[src/rtl/ahb_lite_i2c_bridge_pkg.sv]
// Shared constants and types for the AHB-Lite to I2C register-port bridge:
// I2C core register offsets, AHB HTRANS codes and the bridge FSM state type.
package ahb_lite_i2c_bridge_pkg;

  // I2C master core register offsets (word index on the register port)
  localparam logic [2:0] I2C_REG_PRERLO  = 3'd0;
  localparam logic [2:0] I2C_REG_PRERHI  = 3'd1;
  localparam logic [2:0] I2C_REG_CTR     = 3'd2;
  localparam logic [2:0] I2C_REG_TXR_RXR = 3'd3;
  localparam logic [2:0] I2C_REG_CR_SR   = 3'd4;

  localparam int unsigned I2C_NUM_REGS = 5;

  // AHB HTRANS encodings
  localparam logic [1:0] HTRANS_IDLE   = 2'b00;
  localparam logic [1:0] HTRANS_BUSY   = 2'b01;
  localparam logic [1:0] HTRANS_NONSEQ = 2'b10;
  localparam logic [1:0] HTRANS_SEQ    = 2'b11;

  // Largest transfer size the bridge accepts (word)
  localparam logic [2:0] HSIZE_MAX = 3'd2;

  typedef enum logic [2:0] {
    IDLE,
    ACCESS,
    RESP,
    ERR1,
    ERR2
  } bridge_state_e;

  // True when the word index addresses an implemented register
  function automatic logic reg_index_ok(input logic [2:0] idx);
    return 32'(idx) < I2C_NUM_REGS;
  endfunction

endpackage

[src/rtl/ahb_lite_i2c_bridge_addr_decode.sv]
// Combinational address/size decode for the AHB-Lite to I2C bridge.
// Word index is addr[4:2]; everything above bit 4 must be zero and the
// transfer size must not exceed a word.
module ahb_lite_i2c_bridge_addr_decode
  import ahb_lite_i2c_bridge_pkg::*;
#(
  parameter int unsigned ADDR_W = 8
) (
  input  logic [ADDR_W-1:0] addr,
  input  logic [2:0]        size,
  output logic [2:0]        idx,
  output logic              legal
);

  logic upper_zero;
  logic unused_byte_lane;

  assign idx        = addr[4:2];
  assign upper_zero = (addr[ADDR_W-1:5] == '0);
  assign legal      = reg_index_ok(idx) && upper_zero && (size <= HSIZE_MAX);

  // Byte-lane bits carry no meaning for 8-bit registers
  assign unused_byte_lane = ^addr[1:0];

endmodule

[src/rtl/ahb_lite_i2c_bridge.sv]
// AHB-Lite slave that turns each accepted AHB transfer into one 8-bit access
// on the I2C master core register port, stretching the data phase until the
// core acks and answering illegal accesses with a two-cycle ERROR.
// Optional ack-wait timeout: define I2C_BRIDGE_TIMEOUT_EN.
module ahb_lite_i2c_bridge
  import ahb_lite_i2c_bridge_pkg::*;
#(
  parameter int unsigned ADDR_W         = 8,
  parameter int unsigned TIMEOUT_CYCLES = 255
) (
  input  logic              HCLK,
  input  logic              HRESET,
  input  logic              HSEL,
  input  logic [ADDR_W-1:0] HADDR,
  input  logic [1:0]        HTRANS,
  input  logic              HWRITE,
  input  logic [2:0]        HSIZE,
  input  logic [31:0]       HWDATA,
  input  logic              HREADY,
  output logic              HREADYOUT,
  output logic              HRESP,
  output logic [31:0]       HRDATA,
  output logic [2:0]        reg_adr_o,
  output logic [7:0]        reg_dat_o,
  input  logic [7:0]        reg_dat_i,
  output logic              reg_we_o,
  output logic              reg_stb_o,
  input  logic              reg_ack_i
);

  bridge_state_e state_q, state_d;

  logic [2:0] adr_q;
  logic       we_q;
  logic [7:0] dat_q;
  logic       first_q;
  logic [7:0] rdata_q;

  logic       dec_legal;
  logic [2:0] dec_idx;
  logic       accept;
  logic       addr_slot;
  logic       take;
  logic       ack_hit;
  logic       timeout_hit;
  logic       unused_hwdata;

  ahb_lite_i2c_bridge_addr_decode #(
    .ADDR_W (ADDR_W)
  ) u_addr_decode (
    .addr  (HADDR),
    .size  (HSIZE),
    .idx   (dec_idx),
    .legal (dec_legal)
  );

  assign accept = HSEL && HREADY && ((HTRANS == HTRANS_NONSEQ) || (HTRANS == HTRANS_SEQ));
  // States in which a new address phase may be taken (data phase done or none)
  assign addr_slot = (state_q == IDLE) || (state_q == RESP) || (state_q == ERR2);
  assign take      = accept && addr_slot;
  assign ack_hit   = (state_q == ACCESS) && reg_ack_i;

`ifdef I2C_BRIDGE_TIMEOUT_EN
  logic [7:0] wait_cnt_q;

  // Fires on the ACCESS cycle that would bring the unacked count to the limit
  assign timeout_hit = (state_q == ACCESS) && !reg_ack_i &&
                       (wait_cnt_q == 8'(TIMEOUT_CYCLES - 1));

  // Unacked ACCESS cycle counter; held at zero outside ACCESS so entry clears it
  always_ff @(posedge HCLK) begin
    if (HRESET) begin
      wait_cnt_q <= '0;
    end else if (state_q != ACCESS) begin
      wait_cnt_q <= '0;
    end else if (!reg_ack_i) begin
      wait_cnt_q <= wait_cnt_q + 8'd1;
    end
  end
`else
  logic unused_timeout;

  assign timeout_hit    = 1'b0;
  assign unused_timeout = ^TIMEOUT_CYCLES;
`endif

  // Next-state logic; an ack beats a timeout in the same cycle
  always_comb begin
    state_d = state_q;
    case (state_q)
      IDLE, RESP, ERR2: begin
        if (take) begin
          state_d = dec_legal ? ACCESS : ERR1;
        end else begin
          state_d = IDLE;
        end
      end
      ACCESS: begin
        if (ack_hit) begin
          state_d = RESP;
        end else if (timeout_hit) begin
          state_d = ERR1;
        end
      end
      ERR1:    state_d = ERR2;
      default: state_d = IDLE;
    endcase
  end

  // FSM state register
  always_ff @(posedge HCLK) begin
    if (HRESET) begin
      state_q <= IDLE;
    end else begin
      state_q <= state_d;
    end
  end

  // Capture register index and direction at an accepted legal address phase
  always_ff @(posedge HCLK) begin
    if (HRESET) begin
      adr_q <= '0;
      we_q  <= 1'b0;
    end else if (take && dec_legal) begin
      adr_q <= dec_idx;
      we_q  <= HWRITE;
    end
  end

  // Write byte: HWDATA is only valid in the first data-phase cycle, so hold it after
  always_ff @(posedge HCLK) begin
    if (HRESET) begin
      first_q <= 1'b0;
      dat_q   <= '0;
    end else begin
      first_q <= take && dec_legal;
      if ((state_q == ACCESS) && first_q) begin
        dat_q <= HWDATA[7:0];
      end
    end
  end

  // Read data capture on ack; writes leave the last read byte in place
  always_ff @(posedge HCLK) begin
    if (HRESET) begin
      rdata_q <= '0;
    end else if (ack_hit && !we_q) begin
      rdata_q <= reg_dat_i;
    end
  end

  // Pass HWDATA straight through on the first ACCESS cycle so an immediate ack sees it
  assign reg_dat_o = ((state_q == ACCESS) && first_q) ? HWDATA[7:0] : dat_q;
  assign reg_stb_o = (state_q == ACCESS);
  assign reg_we_o  = reg_stb_o && we_q;
  assign reg_adr_o = adr_q;

  assign HREADYOUT = !((state_q == ACCESS) || (state_q == ERR1));
  assign HRESP     = (state_q == ERR1) || (state_q == ERR2);
  assign HRDATA    = {24'h0, rdata_q};

  assign unused_hwdata = ^HWDATA[31:8];

endmodule

[config.mk]
export PLATFORM = sky130hd
export DESIGN_NAME = ahb_lite_i2c_bridge
export DESIGN_NICKNAME = d
export VERILOG_FILES = /design/src/rtl/ahb_lite_i2c_bridge_pkg.sv /design/src/rtl/ahb_lite_i2c_bridge_addr_decode.sv /design/src/rtl/ahb_lite_i2c_bridge.sv
export SDC_FILE = /design/constraint.sdc
export NUM_CORES = 1
export LEC_CHECK = 0
export CAP_MARGIN = 20
export CORE_ASPECT_RATIO = 0.75
export CORE_UTILIZATION = 33
export CTS_BUF_LIST = sky130_fd_sc_hd__clkbuf_4
export DETAILED_ROUTE_END_ITERATION = 8
export GPL_TIMING_DRIVEN = 0
export PLACE_DENSITY_LB_ADDON = 0.15
export SLEW_MARGIN = 40
export SYNTH_ARGS = -nofsm -noshare
export SYNTH_HDL_FRONTEND = slang
export SYNTH_SLANG_ARGS = --single-unit
export TNS_END_PERCENT = 100
[constraint.sdc]
create_clock -name HCLK -period 2.4 [get_ports HCLK]
set_clock_uncertainty 0.2 [all_clocks]
set_input_delay 0.72 -clock HCLK [delete_from_list [all_inputs] [get_ports HCLK]]
set_output_delay 0.72 -clock HCLK [all_outputs]
set_load 0.01 [all_outputs]
# --- After elaboration in Yosys (flattened, before gate mapping) ---
# Index checks and enable logic that the tools add are counted.
op_classes:
  n_mul: 0
  reduce_logical: 20
  add_sub_neg: 0
  bitwise: 0
  div_mod_pow: 0
  mux: 5
  eq_ne: 7
  shift: 0
  magnitude_cmp: 2
op_table:
  columns: ["cell", "n"]
  rows:
  - ["1-bit logical AND", 10]
  - ["3-bit one-hot mux with 3 select lines", 1]
  - ["8-bit 2-to-1 mux", 1]
  - ["3-bit by 2-bit == test with 1-bit output (second input constant)", 2]
  - ["3-bit zero test", 2]
  - ["1-bit logical OR", 5]
  - ["2-bit == test (second input constant)", 2]
  - ["2-bit 2-to-1 mux", 2]
  - ["3-bit by 1-bit == test with 1-bit output (second input constant)", 1]
  - ["3-bit == test (second input constant)", 1]
  - ["3-bit by 2-bit <= comparator with 1-bit output (second input constant)", 1]
  - ["3-bit less-than comparator (second input constant)", 1]
  - ["3-bit 2-to-1 mux", 1]
  - ["3-bit OR reduction", 1]
  - ["1-bit zero test", 2]
  - ["2-bit by 1-bit inequality test with 1-bit output (second input constant)", 1]
totals:
  mem_count: 0
  inputBits: 59
  out_inout_bits: 47
  reg_bits: 24
  romBits: 0
  ram_bits: 0
  wordCells: 40
  latch_bits: 0

# --- Depth between registers and ports, before layout ---
# Gate-level depths: netlist of the first run.
logic_depth:
  depth_word: 6
  ltp_mapped: 7
  depth_no_buf: 4

# --- Cells and area by module ---
# Synthesis of the first run repeated with hierarchy kept, for this count alone.
hier_totals:
  cells_unflattened: 137
  hier_area_um2: 1403.8
by_module_without_submodules:
  columns: ["module", "seq_area_each_um2", "area_each_um2", "cells_per_inst", "n_inst"]
  rows:
  - ["ahb_lite_i2c_bridge", 480.5, 1360.1, 130, 1]
  - ["ahb_lite_i2c_bridge_addr_decode", 0.0, 43.8, 7, 1]

# --- Least setup slack after synthesis of the first run ---
# No wires, ideal clock.
synth_path:
  path_type: "reg2out"
  startpoint: "register state_q[1]"
  endpoint: "output port reg_we_o"
  t_required_ps: 1480
  path_slack_ps: 228
  arrival_time_ps: 1252
  path_buffers: 3
  path_stages_with_launch: 7
  cell_sequence: "dfxtp_1 > buf_6 > or3b_1 > buf_2 > inv_2 > buf_6 > and2_1"
synth_between:
  elab_chain_len: 2
synth_rtl:
  columns: ["item", "line", "text"]
  rows:
  - ["start: declaration", "ahb_lite_i2c_bridge.sv:31", "bridge_state_e state_q, state_d;"]
  - ["start signal: assignment", "ahb_lite_i2c_bridge.sv:115", "state_q <= state_d;"]
  - ["3-bit by 1-bit == test with 1-bit output", "ahb_lite_i2c_bridge.sv:154", "assign reg_stb_o = (state_q == ACCESS);"]
  - ["net reg_stb_o", "ahb_lite_i2c_bridge.sv:27", "output logic reg_stb_o,"]
  - ["1-bit logical AND", "ahb_lite_i2c_bridge.sv:155", "assign reg_we_o = reg_stb_o && we_q;"]
  - ["end: declaration", "ahb_lite_i2c_bridge.sv:26", "output logic reg_we_o,"]
# The timed path passes the listed nets, and every way through them passes these cells.

# --- Final worst setup path of the first run ---
layout_path:
  startpoint: "register state_q[1]"
  endpoint: "output port reg_dat_o[4]"
layout_between:
  elab_chain_len: 3
layout_rtl:
  columns: ["item", "line", "text"]
  rows:
  - ["3-bit by 1-bit == test with 1-bit output", "ahb_lite_i2c_bridge.sv:153", "assign reg_dat_o = ((state_q == ACCESS) && first_q) ? HWDATA[7:0] : dat_q;"]
  - ["1-bit logical AND", "ahb_lite_i2c_bridge.sv:153", null]
  - ["8-bit 2-to-1 mux", null, null]
  - ["end: declaration", "ahb_lite_i2c_bridge.sv:24", "output logic [7:0] reg_dat_o,"]
# No other way between the ends.

==> out/summary.txt, run 1 <==
Final worst path period share: 1.10
Failing checks: setup timing
Starting density of the core: 0.362
Dpl cells: 260
Antenna cells: 0
Most frequent cells in the layout: clkdlybuf4s50_1, buf_4, conb_1, dfxtp_1, buf_6
Setup crit end kind: output port
Hold_buf cts: 0
Status: finished with violations
Max Clock Freq: 378 MHz
Worst EP required: 1480 ps
Number of routed nets with antenna violations: 0
Max Slew Vio Count: 0
Hold Fails Final Rpt: 0
Power per cell area: 392 mW/mm^2
Cell leakage power: 0.938 nW
Core area: 0.00345 mm^2
Via count: 1,161
First-pass GRT wire length: 4530 um
Final instance area: 0.00216 mm^2
RSZ-0062 raised after global routing: yes
Num rows: 18
Routed WL: 2940 um
# DRC: 0
Hold Crit Class: flop to flop
Avg Inst Size Synth: 9.31 um^2
# clock sinks: 24
Synth warn: 0
Syn-to-layout area delta: 72.8%
Total die area: 0.00403 mm^2
Post-DP HPWL: 2170 um
Vias in the first global route: 994
Clk Tree Root Cell: clkbuf_4
Setup TNS: -1710 ps
Largest net degree at the start of global routing: 15
Inserted Clock Buffers: 3
IO buf count: 53
Startpoint Class: flop
Clock latency on the worst-skew pair: 310 ps
GP Congestion: 0.652
Sequential fraction of the synthesis area: 0.385
Max FO, Critical Path: 8
Avg WL per Cell: 10.7 um
Die width: 73.0 um
EDFF count, synth: 0
Global route overflow: 0
Final worst slack: -246 ps
Max H-tree Level: 1
Drt first-iter violations: 32
Worst Setup Path Type: flop to output port
Share of cells above drive strength 1: 0.307
Die H: 55.2 um
Reg clk slew, reported paths: 120 ps
CTS tree: yes
Max cap viols: 0
Crit path DAT: 1730 ps
Seq. cell area: 489 um^2
Multi-input combinational cell area: 648 um^2
Final Power: 0.845 mW
Fill cell count: 306
Overall Global Routing Usage: 0.144
Area after DPL: 0.00193 mm^2
Non-Filler Instances: 275
Num ports: 106
Final setup vio count: 9
Mapped cell area: 0.00125 mm^2
Mapped Cells: 134
Synth cell types: 30
Final net count: 285
Post-synthesis sequential element count: 24
Clk buf depth: 2
Top FF cell, synth: dfxtp_1
Worst Reg-to-Reg Cells: 5
Number of antenna violations at the first check in global routing: 0
Peak supply drop: 247 uV
R2R Setup Slk: 670 ps
Minimum clock period: 2650 ps
Most common cell after layout, fill and taps aside: clkdlybuf4s50_1
Final Util: 0.626
Asr flop ratio synth: 0
Vias/cell: 4.22
Detailed Routing Iterations Pass 1: 4
Worst Hold Depth: 2
==> path summary, 6_finish.rpt <==
path,startpoint,end
worst max register to register,state_q[1]$_SDFFE_PP0P_,dat_q[5]$_SDFF_PP0_
worst min-delay path,rdata_q[3]$_SDFFE_PP0P_,rdata_q[3]$_SDFFE_PP0P_
worst max-delay path,state_q[1]$_SDFFE_PP0P_,reg_dat_o[4]
worst min register to register,rdata_q[3]$_SDFFE_PP0P_,rdata_q[3]$_SDFFE_PP0P_
==> metrics by stage <==
| step | hold WS, ps | setup slack (ps) |
|---|---|---|
| after floorplan | 265 | 228 |
| after global placement | 263 | -435 |
| after detailed placement | 269 | -462 |
| after CTS | 287 | -247 |
| after global routing | 311 | -340 |
| final | 285 | -246 |
==> layout make-up <==
cell class	instances	area share
clock buffer	3	0.0104
timing repair buffer	66	0.306
sequential	24	0.227
inverter	1	0.00754
multi-input combinational	99	0.301
buffer	31	0.105
tap	50	0.0290
clock inverter	1	0.0139
==> critical path: stages (launching register included) <==
cell,delay [ps]
dfxtp_4,370
nor4bb_2,270
buf_4,240
buf_6,120
mux2_4,300
buf_6,120
==> state kept, by name, indices dropped and copies added (netlist names) <==
register and flops:
first_q 1, reg_adr_o 3, rdata_q 8, dat_q 8
state_q 3, we_q 1
==> layer usage <==
| metal | vias up | global-route usage | part of all wire |
|---|---|---|---|
| li1 | 585 | - | - |
| met1 | 531 | 0.188 | 0.44 |
| met2 | 45 | 0.233 | 0.50 |
| met3 | 0 | 0.0383 | 0.059 |
| met4 | 0 | 0.0336 | 0 |
| met5 | - | 0 | 0 |
==> cells in the mapped netlist (2+ instances only) <==
cell type  instances  area, um^2
buf_4             24         180
dfxtp_1           24         480
nand2b_1          11        68.8
a21oi_1            9        45.0
nor2b_1            9        56.3
mux2_1             8        90.1
nand3_1            8        40.0
o21ai_0            8        40.0
mux2i_1            5        50.1
buf_2              3        15.0
buf_6              3        33.8
clkbuf_1           3        11.3
nor2_1             2        7.51
==> cells by family (layout without fill, tap and decap cells) <==
logic type             after synthesis  after routing  synth area share
AND/OR/NAND/NOR                     40             40             0.203
multiplexers                        13             13             0.112
AO/OA/AOI/OAI                       22             22             0.101
flip-flops                          24             24             0.385
other                                1             24           0.00301
buffers and inverters               34            102             0.196
==> report_power, final <==
part	switching (mW)	leakage [nW]	internal, mW
combinational	0.0579	0.715	0.0940
clock	0.121	0.0279	0.169
sequential	0.00227	0.196	0.401
total	0.181	0.938	0.664
==> timing repair <==
action / in CTS / in global routing
endpoints found under the setup margin: 12 / 11
pin swaps: 1 / 1
gates resized for setup: 72 / 7
setup buffers: 7 / 6
No activity file was read; power rests on OpenSTA's default activity.
==> run 2, diff against run 1 <==
--- a/config.mk
+++ b/config.mk
@@ -6,9 +6,10 @@
 export NUM_CORES = 1
 export LEC_CHECK = 0
 export CAP_MARGIN = 20
+export CELL_PAD_IN_SITES_DETAIL_PLACEMENT = 0
+export CELL_PAD_IN_SITES_GLOBAL_PLACEMENT = 1
 export CORE_ASPECT_RATIO = 0.75
-export CORE_UTILIZATION = 33
-export CTS_BUF_LIST = sky130_fd_sc_hd__clkbuf_4
+export CORE_UTILIZATION = 21
 export DETAILED_ROUTE_END_ITERATION = 8
 export GPL_TIMING_DRIVEN = 0
 export PLACE_DENSITY_LB_ADDON = 0.15
==> run 2 against run 1 <==
  * The flow still finishes with violations (setup timing)
  * Worst setup slack better by 42 ps
  * Sequential cell count is the same
  * Sequential share of layout area is 0.40 points higher
  * Die area increased by 55%
  * Global-route usage shrank 3.8 points
  * Wire length is 10% higher
  * Critical path depth did not move
  * Count of clock-buffer cells in the layout is the same
  * Register-to-register slack got worse by 20 ps
  * Sequential power about the same
  * Combinational power about the same
==> out/summary.txt, run 2 (synthesis gave the netlist of run 1 again) <==
Max Slew Vio Count: 0
Max cap viols: 0
Final worst path period share: 1.08
Max Clock Freq: 384 MHz
Reg clk slew, reported paths: 80 ps
Die width: 91.0 um
Number of routed nets with antenna violations: 0
Worst Hold Depth: 2
Final net count: 282
Crit path DAT: 1680 ps
Hold Fails Final Rpt: 0
Avg WL per Cell: 10.9 um
Drt first-iter violations: 24
# DRC: 0
Worst Setup Path Type: flop to output port
Power per cell area: 371 mW/mm^2
Worst Reg-to-Reg Cells: 5
R2R Setup Slk: 650 ps
Setup TNS: -1240 ps
Number of antenna violations at the first check in global routing: 0
Startpoint Class: flop
Hold EP: reg_adr_o[2]$_SDFFE_PP0P_
Fill cell count: 596
Hold_sp: reg_adr_o[2]$_SDFFE_PP0P_
Critical R2R Capture: dat_q[2]$_SDFF_PP0_
Die H: 68.7 um
Via count: 1,141
Hold Crit Class: flop to flop
Num rows: 23
GP Congestion: 0.665
Status: finished with violations
Max H-tree Level: 1
Inserted Clock Buffers: 3
Most frequent cells in the layout: clkdlybuf4s50_1, buf_4, conb_1, dfxtp_1, buf_6
Largest net degree at the start of global routing: 13
Cell leakage power: 0.911 nW
Vias in the first global route: 1,102
Biggest regs: dat_q x8, rdata_q x8
Worst EP required: 1480 ps
First-pass GRT wire length: 5090 um
RSZ-0062 raised after global routing: yes
Final setup vio count: 9
Overall Global Routing Usage: 0.106
Clk Tree Root Cell: clkbuf_8
Area after DPL: 0.00196 mm^2
Core area: 0.00553 mm^2
RR Startpoint: state_q[2]$_SDFFE_PP0P_
Hold_buf cts: 0
Vias/cell: 3.85
Antenna cells: 0
# clock sinks: 24
Total die area: 0.00626 mm^2
Minimum clock period: 2600 ps
Max FO, Critical Path: 8
Final worst slack: -203 ps
Setup crit end kind: output port
Num ports: 106
Post-DP HPWL: 2490 um
Routed WL: 3240 um
Detailed Routing Iterations Pass 1: 3
Final hold slack: 280 ps
IO buf count: 53
Most common cell after layout, fill and taps aside: clkdlybuf4s50_1
Clk buf depth: 2
Failing checks: setup timing
Syn-to-layout area delta: 70.7%
Starting density of the core: 0.226
Final Power: 0.790 mW
Global route overflow: 0
Peak supply drop: 213 uV
Share of cells above drive strength 1: 0.290
Final instance area: 0.00213 mm^2
Clock latency on the worst-skew pair: 260 ps
CTS tree: yes
## run 2: cell count changes in the layout (fill, tap and decap cells not counted)
cell / change
buf_6: -3
inv_4: +1
bufinv_16: -1
clkbuf_8: +3
and2_4: -1
dfxtp_4: +1
clkinv_8: -1
and2_1: +1
buf_4: -1
dfxtp_2: -1
clkbuf_4: -3
buf_2: +1
## run 2: timing repair
item | in CTS | in global routing
pin swaps | 2 | 1
endpoints found under the setup margin | 11 | 11
cloned | 0 | 0
gates resized for setup | 71 | 2
buffers inserted | 9 | 0
## run 2: cell type report
cell class / instances / area [um^2] / share of cell area
Timing Repair Buffer: 62 / 613 / 0.288
Tap cell: 75 / 93.8 / 0.0441
Sequential cell: 24 / 492 / 0.231
Multi-Input combinational cell: 99 / 646 / 0.303
Inverter: 1 / 6.26 / 0.00294
Clock buffer: 3 / 41.3 / 0.0194
Buffer: 32 / 238 / 0.112
## run 2: per-stage QoR
| stage | utilization | setup slack, ps | instances |
|---|---|---|---|
| floorplan | - | 228 | 157 |
| detailed placement | 0.354 | -450 | 285 |
| global route | 0.385 | -279 | 296 |
| finish | 0.385 | -203 | 296 |
| CTS | 0.385 | -227 | 296 |
| global placement | 0.354 | -450 | 285 |
## run 2: per-layer routing
metal  global-route usage  vias to the layer above  part of all wire  routed length, um
met3               0.0285                        2             0.052                169
met1                0.118                      524              0.42               1360
met5                    0                        -                 0                  0
li1                     -                      582                 -                  -
met4               0.0298                        0             0.011                 34
met2                0.203                       33              0.52               1670
## run 2: how the worst max path moves through the flow
stage / startpoint / endpoint / slack [ps] / depth (start not counted)
3_5_place_dp: HWDATA[6] / reg_dat_o[6] / -450 / 3
3_3_place_gp: HWDATA[0] / reg_dat_o[0] / -450 / 3
5_1_grt: state_q[2]$_SDFFE_PP0P_ / reg_dat_o[2] / -280 / 5
2_1_floorplan: state_q[1]$_SDFFE_PP0P_ / reg_we_o / 230 / 6
4_1_cts: state_q[1]$_SDFFE_PP0P_ / reg_dat_o[0] / -230 / 5
6_report: state_q[2]$_SDFFE_PP0P_ / reg_dat_o[2] / -200 / 5
## run 2: critical path: stages (launching register included)
cell	delay, ps
dfxtp_4	360
nor4bb_2	280
buf_4	240
buf_6	120
mux2_4	300
buf_6	120
## run 2: report_power, final
group	internal [mW]	switching (mW)
sequential	0.399	0.00310
combinational	0.0935	0.0577
clock	0.112	0.124
==> run 3, diff against run 2 <==
--- a/config.mk
+++ b/config.mk
@@ -8,7 +8,7 @@
 export CAP_MARGIN = 20
 export CELL_PAD_IN_SITES_DETAIL_PLACEMENT = 0
 export CELL_PAD_IN_SITES_GLOBAL_PLACEMENT = 1
-export CORE_ASPECT_RATIO = 0.75
+export CORE_ASPECT_RATIO = 0.5
 export CORE_UTILIZATION = 21
 export DETAILED_ROUTE_END_ITERATION = 8
 export GPL_TIMING_DRIVEN = 0
==> run 3 against run 2 <==
  * The flow finishes with violations (DRC, setup timing)
  * Die area up 0.25%
  * Cell area up 3.4%
  * Power up 20%
  * Register-to-register slack better by 80 ps
  * Global-route usage down 0.28 points
  * Critical path depth unchanged
  * Sequential power about the same
  * Largest cell class unchanged
==> out/summary.txt, run 3 (synthesis gave the netlist of run 1 again) <==
Status: finished with violations
Failing checks: DRC, setup timing
Max H-tree Level: 1
Final hold slack: 273 ps
Overall Global Routing Usage: 0.103
Detailed Routing Iterations Pass 1: 6
Reg clk slew, reported paths: 60 ps
Number of antenna violations at the first check in global routing: 0
Die H: 56.5 um
Seq. cell area: 492 um^2
Num ports: 106
# DRC: 10
Starting density of the core: 0.222
Hold Crit Class: flop to flop
Cell leakage power: 0.959 nW
Die width: 111 um
Worst Reg-to-Reg Cells: 5
IO buf count: 53
Global route overflow: 0
Max Slew Vio Count: 0
Final Util: 0.393
Vias in the first global route: 1,039
Hold EP: reg_adr_o[1]$_SDFFE_PP0P_
Crit path DAT: 1600 ps
Startpoint Class: flop
Hold_buf cts: 0
CTS tree: yes
Total die area: 0.00627 mm^2
Antenna cells: 0
Num rows: 19
Worst Hold Depth: 2
Avg WL per Cell: 10.2 um
Share of cells above drive strength 1: 0.304
Max Clock Freq: 397 MHz
Minimum clock period: 2520 ps
Multi-input combinational cell area: 657 um^2
Setup crit end kind: output port
Biggest regs: dat_q x8, rdata_q x8
Most frequent cells in the layout: clkdlybuf4s50_1, buf_4, conb_1, dfxtp_1, buf_6
Final worst path period share: 1.05
Post-DP HPWL: 2220 um
Routed WL: 3030 um
Final setup vio count: 9
Core area: 0.00561 mm^2
# clock sinks: 24
Final net count: 284
Power per cell area: 429 mW/mm^2
First-pass GRT wire length: 5070 um
RSZ-0062 raised after global routing: yes
Worst EP required: 1480 ps
RR Startpoint: state_q[1]$_SDFFE_PP0P_
Max FO, Critical Path: 5
Worst Setup Path Type: flop to output port
Critical R2R Capture: dat_q[4]$_SDFF_PP0_
Clk Tree Root Cell: clkbuf_16
Peak supply drop: 211 uV
Fill cell count: 558
Area after DPL: 0.00196 mm^2
Most common cell after layout, fill and taps aside: clkdlybuf4s50_1
Max cap viols: 0
Largest net degree at the start of global routing: 14
Vias/cell: 3.84
R2R Setup Slk: 730 ps
Hold Fails Final Rpt: 0
Drt first-iter violations: 63
Clock latency on the worst-skew pair: 260 ps
Number of routed nets with antenna violations: 0
Final instance area: 0.00220 mm^2
GP Congestion: 0.624
Via count: 1,139
Syn-to-layout area delta: 76.5%
Hold_sp: reg_adr_o[1]$_SDFFE_PP0P_
Clk buf depth: 2
Final worst slack: -118 ps
Inserted Clock Buffers: 3
-- run 3: cell type report --
| cell class | count | share of cell area |
|---|---|---|
| well taps | 73 | 0.0415 |
| repair buffers | 64 | 0.286 |
| inverters | 1 | 0.00284 |
| multi-input cells | 99 | 0.298 |
| clock buffers | 4 | 0.0403 |
| plain buffers | 32 | 0.108 |
| flip-flops and latches | 24 | 0.223 |
-- run 3: worst max-delay path by stage --
stage,startpoint,to,cells after the start
after floorplan,state_q[1]$_SDFFE_PP0P_,reg_we_o,6
after global placement,HWDATA[5],reg_dat_o[5],3
after detailed placement,HWDATA[4],reg_dat_o[4],3
after CTS,state_q[1]$_SDFFE_PP0P_,reg_dat_o[4],5
after global routing,state_q[1]$_SDFFE_PP0P_,reg_dat_o[4],5
final,state_q[1]$_SDFFE_PP0P_,reg_dat_o[4],5
-- run 3: worst max-delay path, cell delays in order (launching register included) --
cell and delay (ps):
dfxtp_4 360, nor4bb_4 260, buf_4 180, buf_6 120
mux2_4 300, buf_6 120
-- run 3: metal layers --
layer  GRT usage  routed length [um]  share of wire
met3      0.0367                 233          0.077
met4      0.0352                  38          0.013
met2       0.163                1370           0.45
met1       0.130                1380           0.46
met5           0                   0              0
-- run 3: through the flow --
| stage | power (mW) | TNS (ps) | worst slack, ps | cells |
|---|---|---|---|---|
| after CTS | 0.959 | -1070 | -139 | 297 |
| after detailed placement | 0.559 | -4640 | -439 | 283 |
| after global routing | 0.996 | -1600 | -202 | 297 |
| final | 0.945 | -919 | -118 | 297 |
| after floorplan | 0.492 | 0 | 228 | 157 |
| after global placement | 0.558 | -4580 | -442 | 283 |
-- run 3: report_power, final --
group / switching, mW / leakage (nW) / internal [mW]
Combinational: 0.0580 / 0.719 / 0.0938
Sequential: 0.00324 / 0.196 / 0.400
Clock: 0.135 / 0.0442 / 0.254
Total: 0.196 / 0.959 / 0.748
-- run 3: timing repair --
| action | 4_1_cts | 5_1_grt |
|---|---|---|
| endpoints found under the setup margin | 11 | 10 |
| gates resized for setup | 70 | 3 |
| gates cloned | 0 | 0 |
| setup buffers | 11 | 0 |
| pin swaps | 2 | 0 |
